<file path="src/rtl/i2c_arb_pkg.sv">
// Shared types and constants for the I2C request arbiter.
package i2c_arb_pkg;

   // Arbiter control states
   typedef enum logic [1:0] {
      ST_IDLE  = 2'd0,
      ST_ISSUE = 2'd1,
      ST_WAIT  = 2'd2,
      ST_RESP  = 2'd3
   } arb_state_t;

   // Completion codes returned to requesters; RES_TIMEOUT is produced only by the arbiter
   localparam logic [1:0] RES_OK        = 2'd0;
   localparam logic [1:0] RES_NACK_ADDR = 2'd1;
   localparam logic [1:0] RES_NACK_DATA = 2'd2;
   localparam logic [1:0] RES_TIMEOUT   = 2'd3;

endpackage

</file>
<file path="src/rtl/i2c_request_arbiter_if.sv">
// Requester and engine-register signal bundle for the I2C request arbiter.
interface i2c_request_arbiter_if #(
   parameter int NREQ = 4
);
   // requester side
   logic [NREQ-1:0]      req_valid;
   logic [NREQ-1:0]      req_ready;
   logic [NREQ-1:0]      req_rw;
   logic [7*NREQ-1:0]    req_addr;
   logic [2*NREQ-1:0]    req_numbytes;
   logic [32*NREQ-1:0]   req_wdata;
   logic [NREQ-1:0]      rsp_valid;
   logic [1:0]           rsp_result;
   logic [31:0]          rsp_rdata;
   logic                 busy;

   // engine side
   logic                 eng_execute;
   logic                 eng_rw;
   logic [6:0]           eng_address;
   logic [1:0]           eng_numbytes;
   logic [31:0]          eng_wdata;
   logic                 eng_done;
   logic [1:0]           eng_result;
   logic [31:0]          eng_rdata;
   logic                 eng_abort;

   // arbiter view
   modport slave (
      input  req_valid, req_rw, req_addr, req_numbytes, req_wdata,
      input  eng_done, eng_result, eng_rdata,
      output req_ready, rsp_valid, rsp_result, rsp_rdata, busy,
      output eng_execute, eng_rw, eng_address, eng_numbytes, eng_wdata, eng_abort
   );

   // requesters plus engine view
   modport master (
      output req_valid, req_rw, req_addr, req_numbytes, req_wdata,
      output eng_done, eng_result, eng_rdata,
      input  req_ready, rsp_valid, rsp_result, rsp_rdata, busy,
      input  eng_execute, eng_rw, eng_address, eng_numbytes, eng_wdata, eng_abort
   );

endinterface

</file>
<file path="src/rtl/i2c_request_arbiter_rr_pick.sv">
// Rotating-priority picker: first asserted request at or above ptr, wrapping modulo NREQ.
module i2c_rr_pick #(
   parameter int NREQ = 4,
   parameter int IW   = $clog2(NREQ)
) (
   input  logic [NREQ-1:0] req,
   input  logic [IW-1:0]   ptr,
   output logic            found,
   output logic [IW-1:0]   index
);

   // (base + off) mod NREQ, valid for base < NREQ and off < NREQ
   function automatic logic [IW-1:0] wrap_add(input logic [IW-1:0] base, input int off);
      int sum;
      sum = int'(base) + off;
      if (sum >= NREQ) sum = sum - NREQ;
      return IW'(sum);
   endfunction

   // Scan from the farthest offset down so the closest request to ptr is the last written
   always_comb begin
      found = 1'b0;
      index = '0;
      for (int k = NREQ - 1; k >= 0; k--) begin
         if (req[wrap_add(ptr, k)]) begin
            found = 1'b1;
            index = wrap_add(ptr, k);
         end
      end
   end

endmodule

</file>
<file path="src/rtl/i2c_request_arbiter.sv">
// Round-robin arbiter sharing one I2C transaction engine among NREQ requesters.
// Latches the winning request into the engine registers, waits for completion or
// timeout, and returns the result to the granted requester.
module i2c_request_arbiter
   import i2c_arb_pkg::*;
#(
   parameter int NREQ           = 4,
   parameter int TIMEOUT_CYCLES = 1000000
) (
   input  logic                clk,
   input  logic                reset_n,
   i2c_request_arbiter_if.slave bus
);

   localparam int IW = $clog2(NREQ);
   localparam int CW = $clog2(TIMEOUT_CYCLES);
   localparam logic [CW-1:0] LAST_COUNT = CW'(TIMEOUT_CYCLES - 1);
   localparam logic [IW-1:0] LAST_REQ   = IW'(NREQ - 1);

   arb_state_t         state;
   logic [IW-1:0]      ptr;
   logic [IW-1:0]      grant;
   logic [CW-1:0]      count;

   logic               pick_found;
   logic [IW-1:0]      pick_index;

   // per-requester views of the packed request fields
   logic               rw_arr   [NREQ];
   logic [6:0]         addr_arr [NREQ];
   logic [1:0]         nb_arr   [NREQ];
   logic [31:0]        wd_arr   [NREQ];

   // registered outputs
   logic [NREQ-1:0]    req_ready;
   logic [NREQ-1:0]    rsp_valid;
   logic [1:0]         rsp_result;
   logic [31:0]        rsp_rdata;
   logic               busy;
   logic               eng_execute;
   logic               eng_abort;
   logic               eng_rw;
   logic [6:0]         eng_address;
   logic [1:0]         eng_numbytes;
   logic [31:0]        eng_wdata;

   i2c_rr_pick #(
      .NREQ (NREQ),
      .IW   (IW)
   ) u_pick (
      .req   (bus.req_valid),
      .ptr   (ptr),
      .found (pick_found),
      .index (pick_index)
   );

   // Split the packed request fields into per-requester slices
   always_comb begin
      for (int i = 0; i < NREQ; i++) begin
         rw_arr[i]   = bus.req_rw[i];
         addr_arr[i] = bus.req_addr[7*i +: 7];
         nb_arr[i]   = bus.req_numbytes[2*i +: 2];
         wd_arr[i]   = bus.req_wdata[32*i +: 32];
      end
   end

   // Control FSM, timeout counter and engine/response field registers
   always_ff @(posedge clk) begin
      if (!reset_n) begin
         state        <= ST_IDLE;
         ptr          <= '0;
         grant        <= '0;
         count        <= '0;
         req_ready    <= '0;
         rsp_valid    <= '0;
         rsp_result   <= RES_OK;
         rsp_rdata    <= '0;
         busy         <= 1'b0;
         eng_execute  <= 1'b0;
         eng_abort    <= 1'b0;
         eng_rw       <= 1'b0;
         eng_address  <= '0;
         eng_numbytes <= '0;
         eng_wdata    <= '0;
      end else begin
         // single-cycle pulses default low
         req_ready   <= '0;
         rsp_valid   <= '0;
         eng_execute <= 1'b0;
         eng_abort   <= 1'b0;

         case (state)
            ST_IDLE: begin
               if (pick_found) begin
                  grant        <= pick_index;
                  eng_rw       <= rw_arr[pick_index];
                  eng_address  <= addr_arr[pick_index];
                  eng_numbytes <= nb_arr[pick_index];
                  eng_wdata    <= wd_arr[pick_index];
                  req_ready    <= NREQ'(1) << pick_index;
                  // start pulse lines up with the ISSUE cycle
                  eng_execute  <= 1'b1;
                  busy         <= 1'b1;
                  state        <= ST_ISSUE;
               end
            end

            ST_ISSUE: begin
               count <= '0;
               state <= ST_WAIT;
            end

            ST_WAIT: begin
               // completion beats a simultaneous timeout
               if (bus.eng_done) begin
                  rsp_result <= bus.eng_result;
                  rsp_rdata  <= bus.eng_rdata;
                  rsp_valid  <= NREQ'(1) << grant;
                  state      <= ST_RESP;
               end else if (count == LAST_COUNT) begin
                  rsp_result <= RES_TIMEOUT;
                  rsp_rdata  <= '0;
                  eng_abort  <= 1'b1;
                  rsp_valid  <= NREQ'(1) << grant;
                  state      <= ST_RESP;
               end else begin
                  count <= count + CW'(1);
               end
            end

            ST_RESP: begin
               ptr   <= (grant == LAST_REQ) ? '0 : grant + IW'(1);
               busy  <= 1'b0;
               state <= ST_IDLE;
            end

            default: begin
               busy  <= 1'b0;
               state <= ST_IDLE;
            end
         endcase
      end
   end

   assign bus.req_ready    = req_ready;
   assign bus.rsp_valid    = rsp_valid;
   assign bus.rsp_result   = rsp_result;
   assign bus.rsp_rdata    = rsp_rdata;
   assign bus.busy         = busy;
   assign bus.eng_execute  = eng_execute;
   assign bus.eng_abort    = eng_abort;
   assign bus.eng_rw       = eng_rw;
   assign bus.eng_address  = eng_address;
   assign bus.eng_numbytes = eng_numbytes;
   assign bus.eng_wdata    = eng_wdata;

endmodule

</file>
<file path="src/flat_wrapper.sv">
// flat-port wrapper written by rule: the top's interface ports become plain ports
module i2c_request_arbiter_flat import i2c_arb_pkg::*;
#(
   parameter int NREQ           = 4,
   parameter int TIMEOUT_CYCLES = 1000000
)
  (clk, reset_n, bus_req_valid, bus_req_rw, bus_req_addr, bus_req_numbytes, bus_req_wdata, bus_eng_done, bus_eng_result, bus_eng_rdata, bus_req_ready, bus_rsp_valid, bus_rsp_result, bus_rsp_rdata, bus_busy, bus_eng_execute, bus_eng_rw, bus_eng_address, bus_eng_numbytes, bus_eng_wdata, bus_eng_abort);
  i2c_request_arbiter_if #(.NREQ(NREQ)) bus_i ();
  input  logic clk;
  input  logic reset_n;
  input wire logic [$bits(bus_i.req_valid)-1:0] bus_req_valid;
  input wire logic [$bits(bus_i.req_rw)-1:0] bus_req_rw;
  input wire logic [$bits(bus_i.req_addr)-1:0] bus_req_addr;
  input wire logic [$bits(bus_i.req_numbytes)-1:0] bus_req_numbytes;
  input wire logic [$bits(bus_i.req_wdata)-1:0] bus_req_wdata;
  input wire logic [$bits(bus_i.eng_done)-1:0] bus_eng_done;
  input wire logic [$bits(bus_i.eng_result)-1:0] bus_eng_result;
  input wire logic [$bits(bus_i.eng_rdata)-1:0] bus_eng_rdata;
  output wire logic [$bits(bus_i.req_ready)-1:0] bus_req_ready;
  output wire logic [$bits(bus_i.rsp_valid)-1:0] bus_rsp_valid;
  output wire logic [$bits(bus_i.rsp_result)-1:0] bus_rsp_result;
  output wire logic [$bits(bus_i.rsp_rdata)-1:0] bus_rsp_rdata;
  output wire logic [$bits(bus_i.busy)-1:0] bus_busy;
  output wire logic [$bits(bus_i.eng_execute)-1:0] bus_eng_execute;
  output wire logic [$bits(bus_i.eng_rw)-1:0] bus_eng_rw;
  output wire logic [$bits(bus_i.eng_address)-1:0] bus_eng_address;
  output wire logic [$bits(bus_i.eng_numbytes)-1:0] bus_eng_numbytes;
  output wire logic [$bits(bus_i.eng_wdata)-1:0] bus_eng_wdata;
  output wire logic [$bits(bus_i.eng_abort)-1:0] bus_eng_abort;
  assign bus_i.req_valid = bus_req_valid;
  assign bus_i.req_rw = bus_req_rw;
  assign bus_i.req_addr = bus_req_addr;
  assign bus_i.req_numbytes = bus_req_numbytes;
  assign bus_i.req_wdata = bus_req_wdata;
  assign bus_i.eng_done = bus_eng_done;
  assign bus_i.eng_result = bus_eng_result;
  assign bus_i.eng_rdata = bus_eng_rdata;
  assign bus_req_ready = bus_i.req_ready;
  assign bus_rsp_valid = bus_i.rsp_valid;
  assign bus_rsp_result = bus_i.rsp_result;
  assign bus_rsp_rdata = bus_i.rsp_rdata;
  assign bus_busy = bus_i.busy;
  assign bus_eng_execute = bus_i.eng_execute;
  assign bus_eng_rw = bus_i.eng_rw;
  assign bus_eng_address = bus_i.eng_address;
  assign bus_eng_numbytes = bus_i.eng_numbytes;
  assign bus_eng_wdata = bus_i.eng_wdata;
  assign bus_eng_abort = bus_i.eng_abort;
  i2c_request_arbiter #(.NREQ(NREQ), .TIMEOUT_CYCLES(TIMEOUT_CYCLES)) u_core (.clk(clk), .reset_n(reset_n), .bus(bus_i));
endmodule
</file>
<file path="config.mk">
export PLATFORM = sky130hd
export DESIGN_NAME = i2c_request_arbiter_flat
export DESIGN_NICKNAME = d
export VERILOG_FILES = /design/src/rtl/i2c_arb_pkg.sv /design/src/rtl/i2c_request_arbiter_if.sv /design/src/rtl/i2c_request_arbiter_rr_pick.sv /design/src/rtl/i2c_request_arbiter.sv /design/src/flat_wrapper.sv
export SDC_FILE = /design/constraint.sdc
export NUM_CORES = 1
export LEC_CHECK = 0
export ABC_AREA = 1
export CAP_MARGIN = 20
export CELL_PAD_IN_SITES_DETAIL_PLACEMENT = 1
export CELL_PAD_IN_SITES_GLOBAL_PLACEMENT = 1
export CORE_MARGIN = 2
export CORE_UTILIZATION = 27
export CTS_CLUSTER_DIAMETER = 40
export CTS_CLUSTER_SIZE = 10
export DETAILED_ROUTE_END_ITERATION = 7
export PLACE_DENSITY = 0.81
export SETUP_SLACK_MARGIN = 0.3
export SYNTH_ARGS = -nofsm -noshare
export SYNTH_HDL_FRONTEND = slang
export SYNTH_SLANG_ARGS = --single-unit
</file>
<file path="constraint.sdc">
create_clock -name clk -period 1.9 [get_ports clk]
set_input_delay 0.38 -clock clk [delete_from_list [all_inputs] [get_ports clk]]
set_output_delay 0.38 -clock clk [all_outputs]
set_load 0.01 [all_outputs]
</file>
# Yosys cells after proc, flatten, opt, wreduce, memory -nomap -nowiden
# Cells that the tools add are included.
dict set report totals {
  word_cells 109
  ff_bits 113
  input_bits 209
  out_inout_bits 87
}
dict set report op_classes {
  muxes 49
  n_addsub 9
  eq_ne 9
  n_bitwise 3
  shifts 2
  reduce_logical 13
  magnitude_cmp 9
}
# op count
set op_table {}
lappend op_table {{two-way mux 32 bit} 4}
lappend op_table {{binary-select mux 32 bit (select 2 bit)} 1}
lappend op_table {{two-way mux 20 bit} 2}
lappend op_table {{one-hot mux 20 bit (2 select lines)} 1}
lappend op_table {{two-way mux 2 bit} 15}
lappend op_table {{adder 20 x 1 -> 20 bit, second input constant} 1}
lappend op_table {{equality test 20 bit, second input constant} 1}
lappend op_table {{binary-select mux 7 bit (select 2 bit)} 1}
lappend op_table {{two-way mux 7 bit} 2}
lappend op_table {{two-way mux 1 bit} 13}
lappend op_table {{greater-or-equal comparator 3 bit, second input constant} 4}
lappend op_table {{< comparator 2 x 3 -> 1 bit, second input constant} 4}
lappend op_table {{AND reduction 2 bit} 6}
lappend op_table {{binary-select mux 1 bit (select 2 bit)} 5}
lappend op_table {{two-way mux 4 bit} 2}
lappend op_table {{one-hot mux 2 bit (4 select lines)} 1}
lappend op_table {{left shift 1 x 2 -> 4 bit, first input constant} 2}
lappend op_table {{subtractor 2 x 1 -> 2 bit, second input constant} 4}
lappend op_table {{adder 2 x 2 -> 3 bit, second input constant} 2}
lappend op_table {{equality test 2 bit, second input constant} 3}
lappend op_table {{AND reduction 3 bit} 2}
lappend op_table {{nonzero test 2 bit} 3}
lappend op_table {{binary-select mux 2 bit (select 2 bit)} 1}
lappend op_table {{!= test 2 bit, second input constant} 2}
lappend op_table {{11 further kinds} 12}

# Depth between registers and ports, before layout
# Gate-level depths: netlist of the first run.
dict set report depth {
  word_depth 13
  mapped_depth 14
  ltp_nobuf 12
}

# Modules after synthesis
# From an unflattened synthesis of the first run, not the netlist that was laid out.
dict set report hier_totals {
  hier_cells 869
  area_unflattened_um2 5915.7
}
# module n_inst area_each_um2 seq_area_each_um2 cells_per_inst
set modules_own_cells {}
lappend modules_own_cells {i2c_request_arbiter 1 5703.0 2262.2 823}
lappend modules_own_cells {i2c_rr_pick 1 212.7 0.0 46}

# Least setup slack after synthesis of the first run
# No wires, ideal clock.
dict set report synth_timing {
  kind {flip-flop to flip-flop}
  startpoint {register u_core.count[0]}
  endpoint {register u_core.count[15]}
  stages_incl_launch_ff 11
  setup_slack_ns 0.152
  n_path_buf 1
  period_less_slack_ns 1.748
  setup_ns 0.070
  required_ns 1.830
  arrival_ns 1.678
  cell_sequence {dfxtp_1 > ha_1 > nand3_1 > inv_1 > nand4_1 > nand3_1 > nand2_1 > inv_1 > buf_2 > nand2_1 > a21oi_1}
}
dict set report synth_between {
  elab_chain_len 4
  word_cells_on_any_way 7
  cone_classes {add/sub: 1; eq/ne: 2; mux: 3; reduce/logical: 1}
}
# item line_no
set synth_rtl {}
lappend synth_rtl {{start: declaration} i2c_request_arbiter.sv:23} ;# logic [CW-1:0] count;
lappend synth_rtl {{start signal: assignment} i2c_request_arbiter.sv:127} ;# count <= count + CW'(1);
lappend synth_rtl {{adder 20 x 1 -> 20 bit} i2c_request_arbiter.sv:127}
lappend synth_rtl {{two-way mux 20 bit} i2c_request_arbiter.sv:120} ;# end else if (count == LAST_COUNT) begin
lappend synth_rtl {{two-way mux 20 bit} i2c_request_arbiter.sv:115} ;# if (bus.eng_done) begin
lappend synth_rtl {{one-hot mux 20 bit (2 select lines)} i2c_request_arbiter.sv:92} ;# case (state)
# Several ways; a longest one is shown, not always the timed one. The select of a mux whose other input is x is not followed.
# A chain may end at the register's enable or synchronous reset.

# Final worst setup path of the first run
dict set report layout_timing {
  startpoint {input port bus_req_valid[1]}
  endpoint {register u_core.eng_wdata[4] (netlist: u_core.bus.eng_wdata[4])}
}
dict set report layout_between {
  elab_chain_len 10
  word_cells_on_any_way 21
  cone_classes {mux: 19; bitwise: 1; reduce/logical: 1}
}
# item line_no
set layout_rtl {}
lappend layout_rtl {{start: declaration} flat_wrapper.sv:11} ;# input wire logic [$bits(bus_i.req_valid)-1:0] bus_req_valid;
lappend layout_rtl {{binary-select mux 1 bit (select 2 bit)} i2c_request_arbiter_rr_pick.sv:25} ;# if (req[wrap_add(ptr, k)]) begin
lappend layout_rtl {{two-way mux 1 bit (not written as such)} i2c_request_arbiter_rr_pick.sv:25}
lappend layout_rtl {{two-way mux 2 bit (4 in a row)} i2c_request_arbiter_rr_pick.sv:25}
lappend layout_rtl {{NOT 2 -> 3 bit (not written as such)} i2c_request_arbiter.sv:99} ;# eng_wdata <= wd_arr[pick_index];
lappend layout_rtl {{binary-select mux 32 bit (select 2 bit)} i2c_request_arbiter.sv:99}
lappend layout_rtl {{two-way mux 32 bit (not written as such) (2 in a row)} i2c_request_arbiter.sv:99}
lappend layout_rtl {{end signal: assignment} i2c_request_arbiter.sv:99}
lappend layout_rtl {{end: declaration} i2c_request_arbiter.sv:45} ;# logic [31:0] eng_wdata;
# Several ways; a longest one is shown, not always the timed one. The select of a mux whose other input is x is not followed.

==> qor.txt, run 1 <==
Violated checks: negative setup slack
Crit Path Category: primary input to register
Crit path time final: 1940 ps
Routed Antenna Nets: 0
Pwr Density: 1200 nW/um^2
Yosys cell types: 26
Crit path arrival time: 2270 ps
Buf/Inv on CP: 4
Cell count after synthesis: 924
Final Hold Fails: 0
Setup TNS: -77.1 ps
Post-synthesis register bit count: 113
Sequential share of the synthesized area: 37.4%
Width of the die: 154 um
Reg2Reg Depth: 12
Count of final setup violators: 4
Non-filler cells, final: 1,571
Cts bufs inserted: 17
Metal-1 WL: 12,000 um
MaxCap Viol Count: 0
Row count: 54
F_max: 517 MHz
CP peak stage delay: 500 ps
HPWL after DPL: 19,500 um
Avg WL per Cell: 20.9 um
Crit. path cell count: 13
Vias in the first global route: 8,109
CP endpoint kind: register
Max Root-Sink Buffers: 2
Avg Cell Area, Syn: 6.54 sq um
GRT Residual Overflow: 0
Routed vias/inst: 5.22
Hold depth: 3
Most used cell, CP: nand3_4
Post-synth ARST share: 0%
EDFF count, synth: 0
Worst vdd ir: 0.595 mV
Gr usage total: 22.3%
Least-Margin Pin Slew: 375 ps
Fin worst setup slack: -35.6 ps
DR WL met3: 1940 um
Lkg Pwr: 5.95 nW
Startpoint Class: primary input
Post-Synthesis Net Count: 1,142
CTS tree: yes
Relative max-transition margin: 75.0%
Starting Density: 27.6%
H-Tree Depth: 4
First-pass GRT wire length: 42,200 um
Residual DRC: 0
Drt first pass iters: 5
Die Area: 23,600 sq um
GPL Wtd Cong: 0.884
Clock Latency Late Sink: 420 ps
Nets@finish: 1,487
Largest net degree at the start of global routing: 47
Worst-path cell chain: clkdlybuf4s50_1 -> inv_2 -> nand2_4 -> nand3_4 -> nand2_2 -> nand3_4 -> nand3_4 -> buf_12 -> buf_12 -> nand3_1 -> nand3_2 -> nand2_1 -> a21oi_1
Synthesized area: 6050 sq um
Clock-pin slew on the worst setup and hold paths: 50 ps
Hold Path Class: primary input to register
Top cells by area, synth: dfxtp_1 37%, nand2_1 17%, nand3_1 16%
CP required: 2240 ps
Most common cell in the netlist: nand2_1
Final Skew: 8.33 ps
Uppermost layer routed: met4
Initial antenna violation count: 10
Fill cells: 2,553
Yosys top cell by area: dfxtp_1
Cell family with most CP delay: buffers and inverters
Status: finished, violations left
Period Utilization, post-route: 102%
Die Y-Extent: 154 um
Ys flop type: dfxtp_1
Area Overhead vs Synth: 104%
RSZ-0062 raised after global routing: yes
Most instantiated cells after synthesis: 269 x nand2_1, 189 x nand3_1, 113 x dfxtp_1, 102 x a21oi_1, 55 x o21ai_0
Placed cells: 1,487
Final Cell Area: 12,300 sq um
Core footprint: 21,900 sq um
Synth warn: 0
Slowest cell on the critical path: clkdlybuf4s50_1
Clock sink count: 113
WL met2: 17,600 um
Synth top area share: 37.4%
Final Max Tran Viols: 0
Hold buffers post-CTS: 0
Post-Place Cell Area: 9630 sq um
Port bufs: 295
Top-Level Pins: 296
Routed via count: 8,196
Wirelength, routed: 32,900 um
CTS Root Cell: clkbuf_16
DR iter-0 viols: 306
Crit-path max FO: 18
Layout cells sized above 1: 30.0%
==> tightest hold or removal path, delay by kind of cell <==
family	cells	cell delay [ps]
compound gates	2	160
buf+inv	1	220
==> through the flow <==
step	util [%]	power [mW]	hold slack (ps)	setup slack [ps]
after CTS	47.7	12.8	395	51.8
after global placement	44.0	9.07	438	-369
after global routing	56.3	15.6	431	-151
after detailed placement	44.0	9.22	450	-427
after floorplan	-	6.41	442	300
final	56.3	14.8	414	-35.6
==> placed cells by master, fill, tap and decap left out, types with 12 or more instances in the layout <==
cell / n
o21ai_2: 14
dlymetal6s2s_1: 70
nand2_4: 57
inv_1: 29
clkdlybuf4s50_1: 223
nor2_1: 30
nand4_1: 15
a21oi_2: 65
buf_4: 45
inv_2: 12
nand3_2: 25
a21oi_1: 36
clkbuf_16: 29
o21ai_1: 32
dfxtp_1: 96
nand2_2: 34
nand2_1: 177
buf_12: 22
nand3_1: 162
==> layer usage <==
| metal | vias to the layer above | track usage [%] |
|---|---|---|
| met5 | - | 0 |
| met4 | 0 | 9.79 |
| met3 | 76 | 6.91 |
| met2 | 271 | 40.1 |
| met1 | 4036 | 24.1 |
| li1 | 3813 | - |
==> cell families (layout without fill, tap and decap cells) <==
kind of cell,Yosys count,count (layout),synth area share (%)
xor gates and xnor gates,7,7,1.01
other,0,9,0
AOI/OAI and AO/OA,163,163,13.7
adders and majority gates,9,9,1.86
DFF,113,113,37.4
buffers and inverters,108,466,8.24
and+or+nand+nor,524,524,37.7
==> path summary, 6_finish.rpt <==
check                      startpoint                       end  slack (ps)
min reg2reg  u_core.bus.rsp_result[1]  u_core.bus.rsp_result[1]         460
max reg2reg             u_core.ptr[0]   u_core.bus.eng_wdata[8]         -20
max                  bus_req_valid[1]   u_core.bus.eng_wdata[4]         -40
min                           reset_n           u_core.state[0]         410
==> sequential cells by signal, indices dropped and copies added, names as in the netlist <==
name,cells
u_core.bus.eng_wdata,32
u_core.bus.rsp_rdata,32
u_core.count,20
u_core.bus.eng_address,7
u_core.bus.req_ready,4
u_core.bus.rsp_valid,4
u_core.bus.eng_numbytes,2
u_core.bus.rsp_result,2
u_core.grant,2
u_core.ptr,2
u_core.state,2
u_core.bus.busy,1
u_core.bus.eng_abort,1
u_core.bus.eng_execute,1
u_core.bus.eng_rw,1
==> area by class of cell <==
cell class	instances	area [sq um]	share of cell area (%)
timing repair buffer	390	4440	36.0
sequential	113	2300	18.7
clock inverter	15	134	1.09
multi-input combinational	703	4470	36.2
antenna	9	22.5	0.183
clock buffer	17	425	3.45
tap	280	350	2.84
inverter	43	179	1.45
timing repair inverter	1	6.26	0.0508
==> what timing repair did <==
item,4_1_cts,5_1_grt
resized for setup,30,445
setup buffers,5,17
setup endpoints to repair,192,195
pin swaps,8,58
cloned,3,18
==> power by group <==
group / internal [mW] / total (mW) / switching, mW
registers: 2.90 / 3.28 / 0.380
logic: 3.90 / 8.44 / 4.54
clock network: 1.81 / 3.07 / 1.27
total: 8.61 / 14.8 / 6.19
No activity file was read; power rests on OpenSTA's default activity.
==> run 2, diff against run 1 <==
Settings changed: CTS_BUF_LIST set to sky130_fd_sc_hd__clkbuf_16.
==> results of run 2 <==
No change in the layout: final DEF, timing and power equal those of run 1.
==> run 3, diff against run 2 <==
Clock period 1.9 ns to 2.2 ns, I/O delays scaled along.
==> qor.txt, run 3 (same netlist as run 1, synthesis figures left out) <==
RSZ-0062 raised after global routing: yes (unchanged)
Combinational power share: 55.1% (was 57.0%)
Lkg Pwr: 4.51 nW (was 5.95 nW)
CP peak stage delay: 370 ps (was 500 ps)
Post-Place Cell Area: 9570 sq um (was 9630 sq um)
Row count: 54 (unchanged)
Hold slack: 350 ps (was 414 ps)
Hold Path Class: primary input to register (unchanged)
Clock Latency Late Sink: 420 ps (about the same)
Crit. path cell count: 14 (was 13)
Clock sink count: 113 (unchanged)
Final Skew: 17.5 ps (was 8.33 ps)
DR iter-0 viols: 392 (was 306)
CP Capture Point: u_core.bus.eng_wdata[19] (was u_core.bus.eng_wdata[4])
Most frequent cells in the layout: 290 x clkdlybuf4s50_1, 246 x nand2_1, 173 x nand3_1 (was 223 x clkdlybuf4s50_1, 177 x nand2_1, 162 x nand3_1)
Port bufs: 295 (unchanged)
Crit path time final: 1960 ps
Crit Path Category: register to register (was primary input to register)
CTS tree: yes (unchanged)
Wirelength, routed: 30,400 um (was 32,900 um)
CP required: 2530 ps (was 2240 ps)
Width of the die: 154 um (unchanged)
Crit path arrival time: 2290 ps (was 2270 ps)
Max Root-Sink Buffers: 2 (unchanged)
Least-Margin Pin Slew: 489 ps (was 375 ps)
HPWL after DPL: 19,700 um (was 19,500 um)
H-Tree Depth: 4 (unchanged)
Reg2Reg Depth: 14 (was 12)
Drt first pass iters: 4 (was 5)
Startpoint Class: register (was primary input)
Switching Share: 39.9% (was 41.8%)
Avg WL per Cell: 19.6 um (was 20.9 um)
Die Y-Extent: 154 um (unchanged)
Gr usage total: 23.4% (was 22.3%)
Count of final setup violators: 0 (was 4)
Die Area: 23,600 sq um (unchanged)
GPL Wtd Cong: 0.882 (was 0.884)
Final Max Tran Viols: 0 (unchanged)
Power share of the clock group: 22.4% (was 20.8%)
Status: completed (was finished, violations left)
MaxCap Viol Count: 0 (unchanged)
Cell family with most CP delay: simple AND/OR/NAND/NOR gates (was buffers and inverters)
First-pass GRT wire length: 43,800 um (was 42,200 um)
Nets@finish: 1,476 (was 1,487)
Period Utilization, post-route: 88.9%
GRT Residual Overflow: 0 (unchanged)
Non-filler cells, final: 1,556 (was 1,571)
FF-to-FF setup slack: 240 ps (was -20 ps)
Routed via count: 8,005 (was 8,196)
Routed vias/inst: 5.14 (was 5.22)
RR Startpoint: u_core.ptr[0] (unchanged)
Starting Density: 27.6% (unchanged)
Slowest cell on the critical path: dfxtp_4 (was clkdlybuf4s50_1)
Core footprint: 21,900 sq um (unchanged)
Initial antenna violation count: 6 (was 10)
Top-Level Pins: 296 (unchanged)
F_max: 511 MHz
Largest net degree at the start of global routing: 42 (was 47)
Sw Pwr: 4.95 mW (was 6.19 mW)
Residual DRC: 0 (unchanged)
Util after Layout: 51.3% (was 56.3%)
Fill cells: 2,646 (was 2,553)
Final Cell Area: 11,200 sq um (was 12,300 sq um)
Worst-path cell chain: buf_12 -> nand2_8 -> nand3_4 -> nand2_4 -> nand3_4 -> nand2_4 -> nand2_8 -> nand2_8 -> buf_6 -> clkbuf_16 -> nand2_1 -> nand3_1 -> nand2_1 -> a21oi_1 (was clkdlybuf4s50_1 -> inv_2 -> nand2_4 -> nand3_4 -> nand2_2 -> nand3_4 -> nand3_4 -> buf_12 -> buf_12 -> nand3_1 -> nand3_2 -> nand2_1 -> a21oi_1)
Pint: 7.47 mW (was 8.61 mW)
Hold buffers post-CTS: 0 (unchanged)
Cts bufs inserted: 17 (unchanged)
CP endpoint kind: register (unchanged)
Final Hold Fails: 0 (unchanged)
Seq pwr share: 22.5% (was 22.2%)
Buf/Inv on CP: 3 (was 4)
Clock-pin slew on the worst setup and hold paths: 60 ps (was 50 ps)
Layout cells sized above 1: 15.3% (was 30.0%)
Pwr Density: 1110 nW/um^2 (was 1200 nW/um^2)
Placed cells: 1,484 (was 1,487)
Relative max-transition margin: 67.3% (was 75.0%)
Area Overhead vs Synth: 85.9% (was 104%)
Total power draw: 12.4 mW (was 14.8 mW)
Routed Antenna Nets: 0 (unchanged)
CTS Root Cell: clkbuf_16 (unchanged)
R2R Path End: u_core.bus.eng_wdata[19] (was u_core.bus.eng_wdata[8])
Most used cell, CP: nand2_8 (was nand3_4)
Worst vdd ir: 0.568 mV (was 0.595 mV)
Vias in the first global route: 8,221 (was 8,109)
Leading cell type in the layout, fill and taps excluded: clkdlybuf4s50_1 (unchanged)
CP startpoint: u_core.ptr[0] (was bus_req_valid[1])
Regs by FF count: u_core.bus.eng_wdata (32), u_core.bus.rsp_rdata (32), u_core.count (20) (unchanged)
Crit-path max FO: 7 (was 18)
[run 3: stage by stage]
stage	setup WS [ps]	setup TNS, ps
global route	122	0
detailed placement	-270	-9520
floorplan	452	0
CTS	263	0
finish	244	0
global placement	-194	-7370
[run 3: worst min path at each step]
stage | from | endpoint | slack (ps) | cells past startpoint
finish | reset_n | u_core.count[0] | 350 | 3
global route | reset_n | u_core.count[0] | 340 | 3
CTS | reset_n | u_core.count[0] | 330 | 3
detailed placement | u_core.bus.rsp_rdata[18] | u_core.bus.rsp_rdata[18] | 450 | 2
global placement | u_core.bus.rsp_result[1] | u_core.bus.rsp_result[1] | 440 | 2
floorplan | u_core.count[19] | u_core.count[19] | 460 | 2
[run 3: final cells by class]
cell class	count	area, sq um	area share [%]
well taps	280	350	3.12
multi-input cells	703	3650	32.5
clock inverters	15	160	1.43
inverters	43	170	1.51
clock buffers	17	425	3.79
diodes	5	12.5	0.111
flip-flops and latches	113	2270	20.2
repair buffers	380	4200	37.4
[run 3: worst min-delay path: stages]
cell,delay [ps]
buf_2,150
o21ai_0,80
a21oi_1,50
[run 3: metal layers]
| layer | global-route usage [%] | part of all wire (%) |
|---|---|---|
| met5 | 0 | 0.046 |
| met4 | 8.78 | 3.2 |
| met2 | 42.7 | 52 |
| met1 | 25.1 | 37 |
| met3 | 7.50 | 7.1 |
[run 3: timing repair]
item,CTS,global route
pin swaps,8,17
setup endpoints to repair,103,103
gates resized for setup,49,92
cloned,6,12
setup buffers,10,7
[run 3: power by group through the flow]
stage	logic, mW	registers (mW)	clock network [mW]
2_1_floorplan	2.52	2.94	0
3_3_place_gp	5.12	2.78	0
3_5_place_dp	5.23	2.79	0
4_1_cts	5.95	2.77	2.83
5_1_grt	7.34	2.84	2.94
6_report	6.85	2.79	2.78
